==> config.mk <==
export PLATFORM = sky130hd
export DESIGN_NAME = mips_avalon_arbiter_flat
export DESIGN_NICKNAME = d
export VERILOG_FILES = /design/src/rtl/mips_avalon_arbiter_if.sv /design/src/rtl/mips_avalon_arbiter.sv /design/src/flat_wrapper.sv
export SDC_FILE = /design/constraint.sdc
export NUM_CORES = 1
export LEC_CHECK = 0
export CORE_AREA = 2 2 106 108
export CTS_CLUSTER_SIZE = 10
export DETAILED_ROUTE_END_ITERATION = 8
export DIE_AREA = 0 0 108 110
export MAX_ROUTING_LAYER = met4
export PLACE_DENSITY_LB_ADDON = 0.12
export REMOVE_ABC_BUFFERS = 1
export SETUP_SLACK_MARGIN = 0.02
export SLEW_MARGIN = 25
export SYNTH_ARGS = -nofsm -noshare
export SYNTH_HDL_FRONTEND = slang
export SYNTH_SLANG_ARGS = --single-unit
export TNS_END_PERCENT = 50
==> constraint.sdc <==
create_clock -name clk -period 2.1 [get_ports clk]
set_input_delay 0.42 -clock clk [delete_from_list [all_inputs] [get_ports clk]]
set_output_delay 0.42 -clock clk [all_outputs]
set_load 0.03 [all_outputs]
==> src/rtl/mips_avalon_arbiter_if.sv <==
// Avalon-MM signal bundle shared by the fetch, data and memory sides
// of the two-port CPU bus arbiter.
interface mips_avalon_arbiter_if #(
    parameter int ADDR_W = 32,
    parameter int DATA_W = 32
);
    logic [ADDR_W-1:0]   address;
    logic                read;
    logic                write;
    logic [DATA_W-1:0]   writedata;
    logic [DATA_W/8-1:0] byteenable;
    logic                waitrequest;
    logic [DATA_W-1:0]   readdata;

    modport master (
        output address, read, write, writedata, byteenable,
        input  waitrequest, readdata
    );

    modport slave (
        input  address, read, write, writedata, byteenable,
        output waitrequest, readdata
    );

    modport fetch (
        input  address, read,
        output waitrequest, readdata
    );
endinterface

==> src/rtl/mips_avalon_arbiter.sv <==
// Shares one Avalon-MM master between the CPU fetch (read-only) port
// and the data port; round-robin or data-first on ties.
module mips_avalon_arbiter #(
    parameter bit ROUND_ROBIN = 1'b1,
    parameter int ADDR_W      = 32,
    parameter int DATA_W      = 32
) (
    input  logic                  clk,
    input  logic                  rst,
    mips_avalon_arbiter_if.fetch  ibus,
    mips_avalon_arbiter_if.slave  dbus,
    mips_avalon_arbiter_if.master mem,
    output logic [1:0]            grant
);
    localparam int BE_W = DATA_W / 8;

    typedef enum logic [1:0] {
        IDLE  = 2'd0,
        BUS_I = 2'd1,
        BUS_D = 2'd2
    } state_t;

    state_t state;
    logic   last_grant;
    logic   req_i;
    logic   req_d;
    logic   tie_to_d;

    assign req_i = ibus.read;
    assign req_d = dbus.read | dbus.write;

    // Round-robin favours the port that did not finish last; fixed mode favours D.
    assign tie_to_d = ROUND_ROBIN ? ~last_grant : 1'b1;

    // Read data is broadcast; each port samples only on its own completion.
    assign ibus.readdata = mem.readdata;
    assign dbus.readdata = mem.readdata;

    // Ownership FSM: grant on request, hand over or idle on completion.
    always_ff @(posedge clk or negedge rst) begin
        if (!rst) begin
            state      <= IDLE;
            last_grant <= 1'b0;
        end else begin
            unique case (state)
                IDLE: begin
                    if (req_i && req_d)
                        state <= tie_to_d ? BUS_D : BUS_I;
                    else if (req_d)
                        state <= BUS_D;
                    else if (req_i)
                        state <= BUS_I;
                end
                BUS_I: begin
                    if (!req_i) begin
                        state <= IDLE;
                    end else if (!mem.waitrequest) begin
                        last_grant <= 1'b0;
                        state      <= req_d ? BUS_D : IDLE;
                    end
                end
                BUS_D: begin
                    if (!req_d) begin
                        state <= IDLE;
                    end else if (!mem.waitrequest) begin
                        last_grant <= 1'b1;
                        state      <= req_i ? BUS_I : IDLE;
                    end
                end
                default: state <= IDLE;
            endcase
        end
    end

    // Bus mux: the owner drives memory directly; everyone else is stalled.
    always_comb begin
        mem.address      = {ADDR_W{1'b0}};
        mem.read         = 1'b0;
        mem.write        = 1'b0;
        mem.writedata    = {DATA_W{1'b0}};
        mem.byteenable   = {BE_W{1'b0}};
        ibus.waitrequest = 1'b1;
        dbus.waitrequest = 1'b1;
        grant            = 2'b00;
        unique case (state)
            BUS_I: begin
                mem.address      = ibus.address;
                mem.read         = ibus.read;
                mem.byteenable   = {BE_W{1'b1}};
                ibus.waitrequest = mem.waitrequest;
                grant            = 2'b01;
            end
            BUS_D: begin
                mem.address      = dbus.address;
                mem.read         = dbus.read;
                mem.write        = dbus.write;
                mem.writedata    = dbus.writedata;
                mem.byteenable   = dbus.byteenable;
                dbus.waitrequest = mem.waitrequest;
                grant            = 2'b10;
            end
            default: ;
        endcase
    end
endmodule

==> src/flat_wrapper.sv <==
// flat-port wrapper written by rule: the top's interface ports become plain ports
module mips_avalon_arbiter_flat 
#(
    parameter bit ROUND_ROBIN = 1'b1,
    parameter int ADDR_W      = 32,
    parameter int DATA_W      = 32
)
  (clk, rst, grant, ibus_address, ibus_read, ibus_waitrequest, ibus_readdata, dbus_address, dbus_read, dbus_write, dbus_writedata, dbus_byteenable, dbus_waitrequest, dbus_readdata, mem_address, mem_read, mem_write, mem_writedata, mem_byteenable, mem_waitrequest, mem_readdata);
  mips_avalon_arbiter_if #(.ADDR_W(ADDR_W), .DATA_W(DATA_W)) ibus_i ();
  mips_avalon_arbiter_if #(.ADDR_W(ADDR_W), .DATA_W(DATA_W)) dbus_i ();
  mips_avalon_arbiter_if #(.ADDR_W(ADDR_W), .DATA_W(DATA_W)) mem_i ();
  input  logic clk;
  input  logic rst;
  output logic [1:0] grant;
  input wire logic [$bits(ibus_i.address)-1:0] ibus_address;
  input wire logic [$bits(ibus_i.read)-1:0] ibus_read;
  output wire logic [$bits(ibus_i.waitrequest)-1:0] ibus_waitrequest;
  output wire logic [$bits(ibus_i.readdata)-1:0] ibus_readdata;
  input wire logic [$bits(dbus_i.address)-1:0] dbus_address;
  input wire logic [$bits(dbus_i.read)-1:0] dbus_read;
  input wire logic [$bits(dbus_i.write)-1:0] dbus_write;
  input wire logic [$bits(dbus_i.writedata)-1:0] dbus_writedata;
  input wire logic [$bits(dbus_i.byteenable)-1:0] dbus_byteenable;
  output wire logic [$bits(dbus_i.waitrequest)-1:0] dbus_waitrequest;
  output wire logic [$bits(dbus_i.readdata)-1:0] dbus_readdata;
  output wire logic [$bits(mem_i.address)-1:0] mem_address;
  output wire logic [$bits(mem_i.read)-1:0] mem_read;
  output wire logic [$bits(mem_i.write)-1:0] mem_write;
  output wire logic [$bits(mem_i.writedata)-1:0] mem_writedata;
  output wire logic [$bits(mem_i.byteenable)-1:0] mem_byteenable;
  input wire logic [$bits(mem_i.waitrequest)-1:0] mem_waitrequest;
  input wire logic [$bits(mem_i.readdata)-1:0] mem_readdata;
  assign ibus_i.address = ibus_address;
  assign ibus_i.read = ibus_read;
  assign ibus_waitrequest = ibus_i.waitrequest;
  assign ibus_readdata = ibus_i.readdata;
  assign dbus_i.address = dbus_address;
  assign dbus_i.read = dbus_read;
  assign dbus_i.write = dbus_write;
  assign dbus_i.writedata = dbus_writedata;
  assign dbus_i.byteenable = dbus_byteenable;
  assign dbus_waitrequest = dbus_i.waitrequest;
  assign dbus_readdata = dbus_i.readdata;
  assign mem_address = mem_i.address;
  assign mem_read = mem_i.read;
  assign mem_write = mem_i.write;
  assign mem_writedata = mem_i.writedata;
  assign mem_byteenable = mem_i.byteenable;
  assign mem_i.waitrequest = mem_waitrequest;
  assign mem_i.readdata = mem_readdata;
  mips_avalon_arbiter #(.ROUND_ROBIN(ROUND_ROBIN), .ADDR_W(ADDR_W), .DATA_W(DATA_W)) u_core (.clk(clk), .rst(rst), .ibus(ibus_i), .dbus(dbus_i), .mem(mem_i), .grant(grant));
endmodule
# After elaboration in Yosys (flattened, before gate mapping)
# Index checks and enable logic that the tools add are counted.
[totals]
ff_bits = 3
in_bits = 138
output_inout_bits = 138
word_cells = 41
[op_classes]
eq_ne = 9
muxes = 24
bitwise = 1
reduce_logical = 5
[ops]
columns = ["cell", "count"]
rows = [
  ["32-bit case mux with 2 select lines", 1],
  ["32-bit two-way mux", 1],
  ["2-bit two-way mux", 9],
  ["1-bit two-way mux", 8],
  ["4-bit case mux with 2 select lines", 1],
  ["2-bit inequality test (second input constant)", 3],
  ["3-bit inequality test (second input constant)", 2],
  ["2-bit case mux with 3 select lines", 1],
  ["5-bit AND reduction", 1],
  ["4-bit by 2-bit inequality test with 1-bit output (second input constant)", 1],
  ["1-bit case mux with 2 select lines", 2],
  ["2-bit case mux with 2 select lines", 1],
  ["3-bit AND reduction", 1],
  ["2-bit by 1-bit equality test with 1-bit output (second input constant)", 1],
  ["2-bit equality test (second input constant)", 1],
  ["2-bit zero test", 1],
  ["2-bit by 1-bit inequality test with 1-bit output (second input constant)", 1],
  ["2-bit nonzero test", 1],
  ["1-bit logical AND", 1],
  ["1-bit bitwise OR", 1],
]

# Depth between registers and ports, before layout
[depth]
ltp_word = 5
ltp_mapped = 6
ltp_nobuf = 5

# Least setup slack after synthesis
# No wires, ideal clock.
[synth_path]
path_kind = "reg-to-output"
startpoint = "register u_core.state[0]"
endpoint = "output mem_read"
t_arrival_ps = 1692
required_time_ps = 1680
setup_slack_ps = -12
stages_incl_launch_ff = 6
path_buffers = 1
cell_sequence = "dfrtp_1 inv_1 ha_1 clkbuf_1 nand2_1 a21boi_0"
[synth_between]
elab_chain_cells = 2
word_cells_on_any_way = 3
classes_between = "2 x eq/ne; 1 x mux"
[synth_rtl]
columns = ["element", "line", "source"]
rows = [
  ["start: declaration", "mips_avalon_arbiter.sv:23", "state_t state;"],
  ["start signal: assignment", "mips_avalon_arbiter.sv:48", "state <= tie_to_d ? BUS_D : BUS_I;"],
  ["start signal: assignment", "mips_avalon_arbiter.sv:59", "state <= req_d ? BUS_D : IDLE;"],
  ["start signal: assignment", "mips_avalon_arbiter.sv:67", "state <= req_i ? BUS_I : IDLE;"],
  ["2-bit equality test or 2-bit by 1-bit equality test with 1-bit output (tied branches)", "mips_avalon_arbiter.sv:85", "unique case (state)"],
  ["1-bit case mux with 2 select lines *", "mips_avalon_arbiter.sv:85", ""],
  ["end: declaration", "flat_wrapper.sv:27", "output wire logic [$bits(mem_i.read)-1:0] mem_read;"],
]
# Mark *: on every way between the ends. The rest lies on a longest branch, timed or not.

# Worst setup path after layout
[layout_path]
startpoint = "register u_core.state[1]"
endpoint = "output mem_address[1]"
[layout_between]
elab_chain_cells = 2
word_cells_on_any_way = 3
classes_between = "2 x eq/ne; 1 x mux"
[layout_rtl]
columns = ["element", "line", "source"]
rows = [
  ["2-bit equality test or 2-bit by 1-bit equality test with 1-bit output (tied branches)", "mips_avalon_arbiter.sv:85", ""],
  ["32-bit case mux with 2 select lines *", "mips_avalon_arbiter.sv:85", ""],
  ["end: declaration", "flat_wrapper.sv:26", "output wire logic [$bits(mem_i.address)-1:0] mem_address;"],
]
# Marks and branches as above.

==> metrics.md <==
| Metric | Value |
|---|---|
| Outcome | `finished clean` |
| Max Fclk | `a little under 500 MHz` |
| Clock sink count | `3` |
| Combinational group share of total power | `approximately 93%` |
| Area Overhead vs Synth | `102%` |
| CP required | `~1.7 ns` |
| Slew Limit Headroom | `around 77%` |
| #FFs+latches synth | `3` |
| CTS root buf | `clkbuf_8` |
| Reg2reg start | `u_core.state[0]` |
| Slew Limit Fails | `0` |
| Clk pin slew, worst setup/hold paths | `~0.030 ns` |
| Die Span X | `roughly 110 µm` |
| Vias/cell | `4.10` |
| CTS tree | `built` |
| IO Count | `about 280` |
| Post-CTS Hold Buffers | `0` |
| Iteration-0 DRC Markers | `84` |
| Htree depth | `1` |
| Psw | `~0.0020 W` |
| Synthesized area per cell | `between 7 and 8 µm²` |
| Met1 WL | `roughly 3400 µm` |
| Gr ovfl total | `0` |
| Crit Path Class | `register to output pin` |
| Cell taking the most area after synthesis | `buf_4` |
| Final hold viol count | `0` |
| DRT Pass-1 Iters | `4` |
| Top-area cell type share of the netlist area | `between 30 and 40%` |
| DR vias | `1939` |
| Layout Cells excl Fill | `473` |
| Reg2Reg Capture Point | `u_core.state[0]` |
| Sequential group share of total power | `under 10%` |
| Static Leak | `~1.3 nW` |
| Post-layout util | `roughly 30%` |
| Sequential-to-total area share from yosys stat | `4.84%` |
| Fin crit share | `a little over nine tenths` |
| DIE AREA | `between 10000 and 15000 µm²` |
| Cell Int Power | `~0.0018 W` |
| Routed Antenna Nets | `0` |
| Core ar. | `around 11000 µm²` |
| Total power | `around 0.0038 W` |
| Largest net degree at the start of global routing | `29` |
| Worst Hold Class | `input port to asynchronous set/reset pin` |
| Remaining DRCs | `0` |
| Ranking of synthesized cells by area | `buf_4 31%, a22oi_1 15%, nor2b_1 15%` |
| Tmin final | `2.03 ns` |
| FF-to-FF setup slack | `about 0.45 ns` |
| Worst VDD drop | `503 µV` |
| Worst-Skew Late Latency | `roughly 0.22 ns` |
| CTS buffer count | `3` |
| # setup viols final | `0` |
| All-Layer GR Usage | `between 10% and 20%` |
| # diodes | `0` |
| Initial antenna violation count | `0` |
| Clk pwr share | `around 4.5%` |
| MaxCap Viol Count | `0` |
| Inst Count DP | `about 460` |
| Placer Congestion | `0.720` |
| DR WL met2 | `about 3700 µm` |
| First-pass GRT wire length | `11500 µm` |
| Area after DPL | `roughly 3000 µm²` |
| Vias in the first global route | `1790` |
| FP Rows | `38` |
| Top sig layer | `met4` |
| Nets | `478` |
| DP HPWL | `roughly 7000 µm` |
| Cell variety after synth | `26` |
| Initial Util | `14.5%` |
| Critical path fanouts, max | `23` |
| Post-Synthesis Cells | `~220` |
| Post-route cell area | `3130 µm²` |
| Setup Skew | `between 0.002 and 0.0025 ns` |
| Pwr/cell area | `~1200 nW/µm²` |
| Switch share | `slightly above 50%` |
| Met3 Wirelength | `around 1900 µm` |
| CTS max path bufs | `2` |
| RSZ-0062 raised after global routing | `yes` |
| Layout cell share with drive strength beyond 1 | `between 20% and 30%` |
| Worst reg-to-reg path cell count | `5` |
| IO buf count | `between 150 and 200` |
| Post-Syn Area | `1550 µm²` |
| Worst Path Arrival | `~1.6 ns` |
| Synth warn | `0` |
| Total Wirelength | `between 9000 and 10000 µm` |
| Crit path capture type | `output pin` |
| Worst-Margin Slew | `~0.35 ns` |
| Routed wire length per instance | `19.2 µm` |
| Die Y-Extent | `around 110 µm` |
| Startpoint types | `register` |
## critical path, stage by stage, from the launching register on
cell	delay [ns]
dfrtp_1	0.37
buf_4	0.16
ha_4	0.19
buf_12	0.13
buf_16	0.15
a22oi_1	0.16
nor2b_1	0.07
buf_4	0.17
## routing by layer
layer  GRT usage (%)  up-vias
li1                -      897
met1            15.5      832
met2            18.9      206
met3            12.1        4
met4            2.47        0
met5               -        -
## state kept, by name (all words and copies together) (netlist names)
register and count:
u_core.last_grant 1, u_core.state 2
## power by group through the flow
stage	registers [W]	clock network (W)	logic, W
floorplan	0.000107	0	0.00188
global placement	0.000112	0	0.00340
detailed placement	0.000116	0	0.00338
CTS	0.000106	0.000178	0.00357
global route	0.000108	0.000180	0.00377
finish	0.000107	0.000173	0.00354
## cell usage in the layout (no fill, tap or decap), types with 2 or more instances in the layout
cell type        instances
nand2_1                  4
and2_1                  33
buf_12                  13
a21oi_1                  4
ha_1                     4
buf_4                   69
clkbuf_8                 3
nand2b_1                 3
clkdlybuf4s50_1        107
mux2i_1                  2
a22oi_1                 32
nor2b_1                 36
dfrtp_1                  3
## worst max-delay path by stage
stage | start | slack (ns) | endpoint
final | u_core.state[1] | 0.07 | mem_address[1]
after global routing | u_core.state[1] | 0.02 | mem_read
after CTS | u_core.state[0] | 0.04 | mem_address[1]
after detailed placement | u_core.state[0] | 0.18 | mem_address[23]
after global placement | u_core.state[1] | 0.22 | mem_address[1]
after floorplan | u_core.state[0] | -0.81 | mem_read
## layout make-up
class                      count  area [µm²]
clock buffer                   4        45.0
fill                        1162        7570
inverter                       2        7.51
multi-input combinational    133         941
sequential                     3        75.1
tap                          140         175
timing repair buffer         191        1890
## cells in the mapped netlist, drive strengths merged
cell      n
nand3     1
buf      69
or4b      1
a211o     1
dfrtp     3
clkbuf   10
mux2i     2
nor3      1
o211ai    1
o22a      1
inv       2
nor2b    36
and2     33
ha        6
o32a      1
nand2b    3
a21boi    1
a21oi     4
a2bb2oi   1
a22oi    32
o21a      1
nand2     4
a21bo     1
nor2      1
and2b     1
## cells by family (layout without fill, tap and decap cells)
| logic type | after synthesis | in the layout | synth area share (%) |
|---|---|---|---|
| flip-flops | 3 | 3 | 4.84 |
| multiplexers | 2 | 2 | 1.29 |
| AND/OR/NAND/NOR | 81 | 81 | 32.0 |
| AO/OA/AOI/OAI | 44 | 44 | 21.5 |
| buffers and inverters | 81 | 197 | 35.5 |
| adder cells (fa/ha/maj) | 6 | 6 | 4.84 |
## per-stage QoR
stage | setup WS (ns) | TNS (ns) | hold slack, ns
6_report | 0.0699 | 0 | 0.394
5_1_grt | 0.0185 | 0 | 0.411
4_1_cts | 0.0411 | 0 | 0.396
3_5_place_dp | 0.183 | 0 | 0.560
3_3_place_gp | 0.218 | 0 | 0.575
2_1_floorplan | -0.813 | -38.39 | 0.124
## timing repair
| action | CTS | global route |
|---|---|---|
| setup buffers | 3 | 1 |
| pin swaps | 0 | 1 |
| resized for setup | 4 | 5 |
| cloned | 1 | 0 |
| endpoints found under the setup margin | 36 | 27 |
Note: power is estimated with default switching activity, not from simulation.
